$ cat src/rtl/cru_intc_pkg.sv
// Shared constants and helpers for the CRU flag register / interrupt controller.
package cru_intc_pkg;

    localparam logic [3:0] BST_INTA = 4'b0101;
    localparam logic [3:0] IC_NONE  = 4'hF;

    function automatic int unsigned clog2(input int unsigned value);
        int unsigned res;
        res = 0;
        for (int unsigned i = 0; i < 32; i++) begin
            if ((64'd1 << i) < 64'(value)) res = i + 1;
        end
        return res;
    endfunction

endpackage

$ cat src/rtl/cru_intc_prio.sv
// Lowest-index-wins priority encoder over N request lines (N <= 16).
module cru_intc_prio #(
    parameter int unsigned N = 4
) (
    input  logic [N-1:0] req_i,
    output logic         valid_o,
    output logic [3:0]   idx_o
);

    always_comb begin
        valid_o = |req_i;
        idx_o   = '0;
        // Walk downwards so the lowest set bit is the last one written.
        for (int i = N - 1; i >= 0; i--) begin
            if (req_i[i]) idx_o = 4'(i);
        end
    end

endmodule

$ cat src/rtl/cru_intc.sv
// CRU-mapped flag register plus NINT-channel latched interrupt controller.
// Define CRU_INTC_PASSTHRU_EN to OR raw enabled irq_in levels into int_out.
module cru_intc
    import cru_intc_pkg::*;
#(
    parameter logic [15:0]     BASE        = 16'h1EE0,
    parameter int unsigned     NBITS       = 16,
    parameter int unsigned     NINT        = 4,
    parameter int unsigned     FIRST_LEVEL = 1,
    parameter logic [NINT-1:0] EDGE_MASK   = {NINT{1'b1}},
    parameter logic [NINT-1:0] ENABLE_RST  = {NINT{1'b1}}
) (
    input  logic            clk_25mhz,
    input  logic            reset,
    input  logic [15:0]     cab,
    input  logic            cruout,
    input  logic            cruclk,
    input  logic [3:0]      bst,
    input  logic [NINT-1:0] irq_in,
    output logic            sel,
    output logic            cruin,
    output logic            int_out,
    output logic [3:0]      ic,
    output logic [NINT-1:0] pending
);

    localparam int unsigned LB = clog2(NBITS);

    logic            cruclk_q, cruout_q, arm_q, arm_d;
    logic [15:0]     cab_q;
    logic [NBITS-1:0] flag_q, flag_d;
    logic [NINT-1:0] enable_q, enable_d, pending_q, pending_d, irq_q;
    logic [NINT-1:0] set_v, ack_v, act;
    logic            int_q, int_d, prio_valid, chan_w, wr_stb, wr_hit, rd_bit;
    logic [3:0]      ic_q, ic_d, prio_idx;
    logic [LB-1:0]   idx, widx;
    logic            unused_cab;

    assign unused_cab = cab_q[0] ^ cab[0];

    assign sel  = (cab[15:LB+1] == BASE[15:LB+1]);
    assign idx  = cab[LB:1];
    assign widx = cab_q[LB:1];

    always_comb begin
        rd_bit = flag_q[idx];
        for (int k = 0; k < NINT; k++) begin
            if (32'(idx) == FIRST_LEVEL + k) rd_bit = pending_q[k];
        end
        cruin = sel ? rd_bit : 1'b1;
    end

    // arm_q only rises once cruclk has been seen low after reset, so a strobe
    // already high at reset release cannot commit on its falling edge.
    assign arm_d  = arm_q | ~cruclk;
    assign wr_stb = cruclk_q & ~cruclk & arm_q;
    assign wr_hit = wr_stb & (cab_q[15:LB+1] == BASE[15:LB+1]);

    always_comb begin
        flag_d   = flag_q;
        enable_d = enable_q;
        chan_w   = 1'b0;
        if (wr_hit) begin
            for (int k = 0; k < NINT; k++) begin
                if (32'(widx) == FIRST_LEVEL + k) begin
                    enable_d[k] = cruout_q;
                    chan_w      = 1'b1;
                end
            end
            if (!chan_w) flag_d[widx] = cruout_q;
        end
    end

    always_comb begin
        set_v     = '0;
        ack_v     = '0;
        pending_d = pending_q;
        for (int k = 0; k < NINT; k++) begin
            set_v[k] = EDGE_MASK[k] ? (irq_in[k] & ~irq_q[k]) : irq_in[k];
            ack_v[k] = (bst == BST_INTA) && (32'(cab[5:2]) == FIRST_LEVEL + k);
            // A set in the same cycle as its acknowledge wins.
            pending_d[k] = set_v[k] | (pending_q[k] & ~ack_v[k]);
        end
    end

    assign act = pending_q & enable_q;

    cru_intc_prio #(
        .N (NINT)
    ) u_prio (
        .req_i   (act),
        .valid_o (prio_valid),
        .idx_o   (prio_idx)
    );

    assign int_d = |act;
    assign ic_d  = prio_valid ? (4'(FIRST_LEVEL) + prio_idx) : IC_NONE;

    always_ff @(posedge clk_25mhz) begin
        if (reset) begin
            cruclk_q  <= 1'b0;
            cruout_q  <= 1'b0;
            cab_q     <= '0;
            arm_q     <= 1'b0;
            flag_q    <= '0;
            enable_q  <= ENABLE_RST;
            pending_q <= '0;
            irq_q     <= '0;
            int_q     <= 1'b0;
            ic_q      <= IC_NONE;
        end else begin
            cruclk_q  <= cruclk;
            cruout_q  <= cruout;
            cab_q     <= cab;
            arm_q     <= arm_d;
            flag_q    <= flag_d;
            enable_q  <= enable_d;
            pending_q <= pending_d;
            irq_q     <= irq_in;
            int_q     <= int_d;
            ic_q      <= ic_d;
        end
    end

`ifdef CRU_INTC_PASSTHRU_EN
    assign int_out = int_q | (|(irq_in & enable_q));
`else
    assign int_out = int_q;
`endif
    assign ic      = ic_q;
    assign pending = pending_q;

endmodule
$ cat config.mk
export PLATFORM = sky130hd
export DESIGN_NAME = cru_intc
export DESIGN_NICKNAME = d
export VERILOG_FILES = /design/src/rtl/cru_intc_pkg.sv /design/src/rtl/cru_intc_prio.sv /design/src/rtl/cru_intc.sv
export SDC_FILE = /design/constraint.sdc
export NUM_CORES = 1
export LEC_CHECK = 0
export ABC_AREA = 1
export CORE_UTILIZATION = 50
export CTS_CLUSTER_DIAMETER = 60
export DETAILED_ROUTE_END_ITERATION = 8
export PLACE_DENSITY = 0.73
export SLEW_MARGIN = 20
export SYNTH_ARGS = -nofsm -noshare
export SYNTH_HDL_FRONTEND = slang
export SYNTH_HIERARCHICAL = 1
export SYNTH_SLANG_ARGS = --single-unit
$ cat constraint.sdc
create_clock -name clk_25mhz -period 2.1 [get_ports clk_25mhz]
set_input_delay 0.315 -clock clk_25mhz [delete_from_list [all_inputs] [get_ports clk_25mhz]]
set_output_delay 0.315 -clock clk_25mhz [all_outputs]
set_load 0.05 [all_outputs]
==> results.rst, run 1 <==
.. list-table::
   :header-rows: 1

   * - Metric
     - Value
   * - Clock slew at reported path FFs
     - 0.09 ns
   * - Overflow left after global routing
     - 0
   * - Class of the worst hold path
     - input port to register
   * - Effective utilization at floorplan
     - 52.7%
   * - Std cell rows
     - 24
   * - Slew Limit Headroom
     - 61.4%
   * - Hold Path Origin
     - cab[12]
   * - Post-synth EDFFs
     - 0
   * - Die area
     - 4900 sq um
   * - Antenna viol nets, final
     - 0
   * - Vias in the first global route
     - 1955
   * - Compound-gate portion of the synthesized area
     - 4.60%
   * - Clk Tree Root Cell
     - clkbuf_8
   * - Arithmetic-cell share of the synthesized area counting full adders, half adders and majority gates
     - 0.542%
   * - Antenna diodes
     - 0
   * - Leakage Power
     - 1.43 nW
   * - #FFs+latches synth
     - 50
   * - Top-Level Pins
     - 39
   * - Slew of the pin with the lowest slew margin
     - 0.578 ns
   * - Dominant synthesized flop cell
     - dfxtp_1
   * - Final-report setup violation count
     - 0
   * - Final weighted congestion in routability-driven placement
     - 0.897
   * - Post-Layout Inst Area
     - 2980 sq um
   * - Placed cell areas
     - 2830 sq um
   * - Synthesized instance count
     - 340
   * - Initial antenna violation count
     - 0
   * - Final-report max-slew violation count
     - 0
   * - Worst Path Buf+Inv
     - 3
   * - Share of synthesized registers carrying an async set or reset
     - 0%
   * - Req. time, crit path
     - 1.78 ns
   * - Setup slack of the critical path after layout
     - 0.0753 ns
   * - Cell Area, Synth
     - 2310 sq um
   * - Status
     - completed
   * - Worst reg2reg startpoint
     - cab_q[7]$_SDFF_PP0_
   * - Number of filler cells placed in the layout
     - 374
   * - Maximum count of clock buffers along a single path
     - 2
   * - Worst setup slack after placement
     - -0.0688 ns
   * - Number of vias per cell
     - 4.88
   * - CTS tree
     - yes
   * - Startpoint type of the worst setup path
     - input port
   * - Ys Warns
     - 6
   * - Flop-to-flop setup slack
     - 0.70 ns
   * - Max IR drop VDD
     - 0.392 mV
   * - DRC violations left
     - 0
   * - Multiplexer share of the synthesized area
     - 0%
   * - Clock insertion delay at the later pin of the skew report
     - 0.31 ns
   * - Pre-antenna DRT Iters
     - 4
   * - Fraction of the yosys area taken by sequential cells
     - 43.3%
   * - Synthesized area divided by synthesized cell count
     - 6.79 sq um
   * - Final layout net count
     - 420
   * - Endpoint with the worst hold slack
     - cab_q[12]$_SDFF_PP0_
   * - Final hold vios
     - 0
   * - Area added between synthesis and finish
     - 28.8%
   * - PwrDens
     - 676 nW/um^2
   * - Critical path data arrival time
     - 1.71 ns
   * - DRC marker count from the first detailed-route iteration
     - 122
   * - Depth of the most critical reg-to-reg path
     - 8
   * - Xor/xnor share of the synthesized area
     - 0.379%
   * - Crit-path slowest cell
     - clkdlybuf4s50_1
   * - Final period util
     - 96.4%
   * - Share of synthesized cell area in and, or, nand and nor gates
     - 38.1%
   * - Final period demand of the worst path
     - 2.02 ns
   * - Final wirelength
     - 4910 um
   * - Critical path fanouts, max
     - 2
   * - Die Height
     - 70.0 um
   * - Dominant combinational cell family by area after synthesis
     - simple AND/OR/NAND/NOR gates
   * - WL/cell
     - 11.1 um
   * - Critical Path Sink Type
     - output port
   * - Maximum frequency from static timing analysis
     - 494 MHz
   * - Family of cells with the greatest summed delay on the critical path
     - buffers and inverters
   * - Max-Cap Viols
     - 0
   * - Cells along the critical path
     - clkdlybuf4s50_1, inv_1, nor4_2, nand3_1, a31oi_1, nand2_2, buf_12
   * - Count of buffers inserted at the top-level ports
     - 37
   * - Hold-fix buffers at CTS
     - 0
   * - Final setup skew
     - 0.00397 ns
   * - First-pass GRT wire length
     - 8450 um
   * - Htree depth
     - 2
   * - Clock sink count
     - 50
   * - Critical path start-end classification
     - input port to output port
   * - Reg-to-Reg End
     - flag_q[13]$_SDFFE_PP0P_
   * - Number of clock buffers inserted by TritonCTS
     - 5
   * - Floorplan Core Area
     - 4380 sq um
   * - Crit path largest cell delay
     - 0.45 ns
   * - Die Wd
     - 70.0 um
   * - Hold path cells
     - 3
   * - Count of different cell masters after synthesis
     - 27
   * - Total Neg Setup Slack
     - 0 ns
   * - Layout cell share with drive strength beyond 1
     - 14.0%
   * - DR vias
     - 2165
   * - Detailed-placement wirelength estimate
     - 3630 um
   * - Total GRT Usage
     - 22.0%
   * - Largest net degree at the start of global routing
     - 27
worst max-delay path by stage:
stage,start,endpoint,slack [ns],cells past startpoint
after global placement,cab[1],cruin,-0.07,14
final,cab[10],cruin,0.08,7
after global routing,cab[1],cruin,-0.003,14
after CTS,cab[9],cruin,0.03,7
after detailed placement,cab[1],cruin,-0.07,14
after floorplan,pending[0]$_SDFF_PP0_,cruin,0.32,10
Yosys cell counts (all sizes together) (2+ instances only):
master	number	area, sq um
dfxtp	50	1000
nand3	26	130
buf	7	52.5
nand4	19	138
inv	60	225
clkbuf	5	18.8
nand2	68	255
nor3	6	35.0
o21ai	4	20.0
nor2	75	304
a31oi	4	25.0
nor4	2	12.5
a21oi	9	52.6
worst reg2reg max path, delay by kind of cell (launching register included):
kind	cells	cell delay [ns]
DFF	1	0.36
and+or+nand+nor	8	0.99
stage by stage:
| step | cells | power (mW) | utilization [%] | hold WS (ns) |
|---|---|---|---|---|
| after detailed placement | 435 | 1.33 | 64.4 | 0.417 |
| after global routing | 444 | 2.10 | 67.9 | 0.264 |
| after global placement | 435 | 1.33 | 64.4 | 0.415 |
| final | 444 | 2.01 | 67.9 | 0.260 |
| after CTS | 443 | 2.02 | 67.0 | 0.432 |
| after floorplan | 341 | 1.21 | - | 0.403 |
registers in the layout, indices dropped and copies added, names as in the netlist:
signal	flops
irq_q	4
ic	4
arm_q	1
pending	4
int_out	1
enable_q	4
cruclk_q	1
cruout_q	1
flag_q	15
cab_q	15
cell usage in the layout (no fill, tap or decap), drive strengths merged, types with 2 or more instances in the layout:
cell,Yosys,routed
nand4,19,19
clkdlybuf4s50,0,30
o21ai,4,4
a21oi,9,9
nor4,2,2
nor3,6,6
nor2,75,75
nand2,68,68
dlymetal6s2s,0,3
dfxtp,50,50
buf,7,20
nand3,26,26
conb,1,2
clkbuf,5,5
inv,60,61
a31oi,4,4
kinds of logic after synthesis:
logic type | count (synthesis)
and+or+nand+nor | 197
buffers and inverters | 72
DFF | 50
AOI/OAI and AO/OA | 18
adders and majority gates | 1
xor gates and xnor gates | 1
other | 1
timing repair:
item	in CTS	in global routing
buffers inserted	0	1
gates resized for setup	2	11
setup endpoints to repair	1	1
pin swaps	0	7
final cells by class:
class	count	area, sq um	area share, %
timing repair buffer	55	536	18.0
inverter	60	225	7.57
multi-input combinational	219	1040	34.8
clock buffer	5	68.8	2.31
tap	52	65.1	2.19
sequential	50	1000	33.6
clock inverter	3	43.8	1.47
report_power, final:
part,switching (mW),total (mW),leakage [nW],internal [mW]
sequential,0.0308,1.02,0.412,0.986
clock,0.338,0.695,0.0585,0.357
combinational,0.173,0.299,0.962,0.126
layer usage:
layer | vias up | part of all wire [%] | track usage [%] | wire (um)
met5 | - | 0 | 0 | 0
met4 | 0 | 2.0 | 10.2 | 97
met3 | 10 | 4.0 | 4.47 | 196
met2 | 48 | 45 | 34.1 | 2200
met1 | 947 | 49 | 29.3 | 2410
li1 | 1160 | - | - | -
Power figures use the tool's default switching activity.
==> inputs of run 2 (changes only) <==
Settings changed: SLEW_MARGIN 20 to 10, TNS_END_PERCENT set to 30.
==> results of run 2 <==
No change in the layout: final DEF, timing and power equal those of run 1.
==> inputs of run 3 (changes only) <==
Settings changed: REMOVE_ABC_BUFFERS set to 1.
==> run 3 against run 2 <==
Against the previous run:
- global-route usage rose by 0.57 points
- via count barely moved
- worst hold slack better by 0.17 ns
- utilization increased by 0.37 points
- register-to-register slack worse by 0.03 ns
- power shrank 5.6%
- critical path depth up 6
- die area stayed put
==> results.rst, run 3 (synthesis gave the netlist of run 1 again) <==
.. list-table::
   :header-rows: 1

   * - Metric
     - Value
   * - Slew of the pin with the lowest slew margin
     - 0.575 ns
   * - Final-report setup violation count
     - 0
   * - Final wirelength
     - 5000 um
   * - Post-Layout Inst Area
     - 2990 sq um
   * - Number of vias per cell
     - 4.85
   * - Status
     - completed
   * - Setup repair after global routing missed its margin
     - no
   * - Part of the power in combinational logic
     - 16.4%
   * - Req. time, crit path
     - 1.78 ns
   * - Clock slew at reported path FFs
     - 0.08 ns
   * - Number of clock buffers inserted by TritonCTS
     - 5
   * - Overflow left after global routing
     - 0
   * - Max-Cap Viols
     - 0
   * - Critical path fanouts, max
     - 7
   * - Final-report max-slew violation count
     - 0
   * - Largest net degree at the start of global routing
     - 17
   * - Antenna viol nets, final
     - 0
   * - DR vias
     - 2167
   * - Floorplan Core Area
     - 4380 sq um
   * - Max IR drop VDD
     - 0.333 mV
   * - Fraction of the core area covered by cells at the end of the flow
     - 68.2%
   * - Std cell rows
     - 24
   * - Final period util
     - 94.3%
   * - Clk Tree Root Cell
     - clkbuf_8
   * - DRC violations left
     - 0
   * - Setup bufs post-CTS
     - 0
   * - Clock insertion delay at the later pin of the skew report
     - 0.31 ns
   * - Switching component of the power
     - 516 uW
   * - Critical path start-end classification
     - input port to output port
   * - Vias in the first global route
     - 2016
   * - Critical path data arrival time
     - 1.67 ns
   * - Hold-fix buffers at CTS
     - 0
   * - Die Wd
     - 70.0 um
   * - Critical Path Sink Type
     - output port
   * - Startpoint type of the worst setup path
     - input port
   * - Die area
     - 4900 sq um
   * - Crit-path slowest cell
     - dlygate4sd2_1
   * - Maximum count of clock buffers along a single path
     - 2
   * - Final period demand of the worst path
     - 1.98 ns
   * - PwrDens
     - 634 nW/um^2
   * - Initial antenna violation count
     - 0
   * - Count of buffers inserted at the top-level ports
     - 37
   * - Commonest cells after routing, fill and taps aside
     - nand2_1 (67), nor2_1 (65), inv_1 (52)
   * - Final hold vios
     - 0
   * - Die Height
     - 70.0 um
   * - Setup slack of the critical path after layout
     - 0.120 ns
   * - Sequential fraction of design power
     - 53.5%
   * - Maximum frequency from static timing analysis
     - 505 MHz
   * - Final weighted congestion in routability-driven placement
     - 0.936
   * - WL/cell
     - 11.2 um
   * - Total GRT Usage
     - 22.5%
   * - Effective utilization at floorplan
     - 52.7%
   * - Worst Path Buf+Inv
     - 3
   * - Family of cells with the greatest summed delay on the critical path
     - buffers and inverters
   * - Crit path largest cell delay
     - 0.34 ns
   * - Cells along the critical path
     - dlygate4sd2_1, buf_4, nand3_1, nand3_1, nand2_1, nand2_1, nor2_1, nand2_1, nand2_1, nand2_1, nand2_1, nand2_2, buf_12
   * - First-pass GRT wire length
     - 8690 um
   * - Largest registers ranked by flip-flop count
     - cab_q (15), flag_q (15)
   * - Placed cell areas
     - 2850 sq um
   * - Worst setup slack after placement
     - -0.0995 ns
   * - Clock sink count
     - 50
   * - Slew Limit Headroom
     - 61.6%
   * - Internal portion of total power
     - 1.38 mW
   * - Layout cell share with drive strength beyond 1
     - 14.9%
   * - Most common cell on crit path
     - nand2_1
   * - Area added between synthesis and finish
     - 29.5%
   * - Top-Level Pins
     - 39
   * - Antenna diodes
     - 0
   * - Class of the worst hold path
     - register to register
   * - Final layout net count
     - 423
   * - Share of power burned in the clock network
     - 30.1%
   * - Htree depth
     - 2
   * - Leakage Power
     - 1.43 nW
   * - DRC marker count from the first detailed-route iteration
     - 88
   * - Total Power
     - 1.90 mW
   * - CTS tree
     - yes
   * - Most common cell after layout, fill and taps aside
     - nand2_1
   * - Switching power as a share of total power
     - 27.2%
   * - Pre-antenna DRT Iters
     - 4
   * - Final setup skew
     - 0.00933 ns
   * - Detailed-placement wirelength estimate
     - 3730 um
   * - Hold Slack
     - 0.431 ns
==> run 3: cell types whose count changed in the layout (fill, tap and decap cells not counted), sizes merged <==
cell / change
buf: +3
dlygate4sd2: +1
clkdlybuf4s50: +1
inv: -1
dlymetal6s2s: -1
clkdlybuf4s15: -1
clkbuf: +2
bufinv: -1
==> run 3: what timing repair did <==
action	CTS	global route
gates cloned	1	0
resized for setup	6	9
setup endpoints to repair	1	1
pin swaps	0	4
==> run 3: through the flow <==
step	cells	TNS (ns)
CTS	447	0
floorplan	329	0
global route	447	0
detailed placement	438	-0.0995
global placement	438	-0.0804
finish	447	0
==> run 3: worst register-to-register path, stage by stage (launching register included) <==
cell	delay (ns)
dfxtp_1	0.35
nand2_1	0.07
nor2_2	0.12
nand4_2	0.11
nor2_4	0.29
nand4_1	0.20
nand2_1	0.10
nand2_1	0.05
nor2_1	0.09
==> run 3: final timing paths <==
check	from	end	slack [ns]	cells past startpoint
hold / removal	flag_q[3]$_SDFFE_PP0P_	flag_q[3]$_SDFFE_PP0P_	0.43	2
setup / recovery	cab[2]	cruin	0.12	13
setup reg to reg	cab_q[7]$_SDFF_PP0_	flag_q[14]$_SDFFE_PP0P_	0.67	8
hold reg to reg	flag_q[3]$_SDFFE_PP0P_	flag_q[3]$_SDFFE_PP0P_	0.43	2
==> run 3: layout make-up <==
| cell class | instances | area, sq um |
|---|---|---|
| Clock buffer | 7 | 86.3 |
| Inverter | 60 | 225 |
| Fill cell | 390 | 1390 |
| Multi-Input combinational cell | 219 | 1060 |
| Timing Repair Buffer | 58 | 552 |
| Clock inverter | 1 | 5.00 |
| Sequential cell | 50 | 1000 |
| Tap cell | 52 | 65.1 |
==> run 3: routing by layer <==
metal / up-vias / wire [um] / global-route usage [%]
met4: 0 / 98 / 9.56
met2: 51 / 2340 / 38.5
met3: 10 / 274 / 5.19
li1: 1159 / - / -
met1: 947 / 2290 / 27.0
met5: - / 0 / 0
==> run 3: power groups by stage <==
| stage | combinational (mW) | clock, mW | sequential [mW] |
|---|---|---|---|
| 6_report | 0.311 | 0.571 | 1.02 |
| 5_1_grt | 0.340 | 0.620 | 1.02 |
| 4_1_cts | 0.306 | 0.585 | 1.02 |
| 3_5_place_dp | 0.302 | 0 | 1.04 |
| 3_3_place_gp | 0.298 | 0 | 1.04 |
| 2_1_floorplan | 0.102 | 0 | 1.08 |
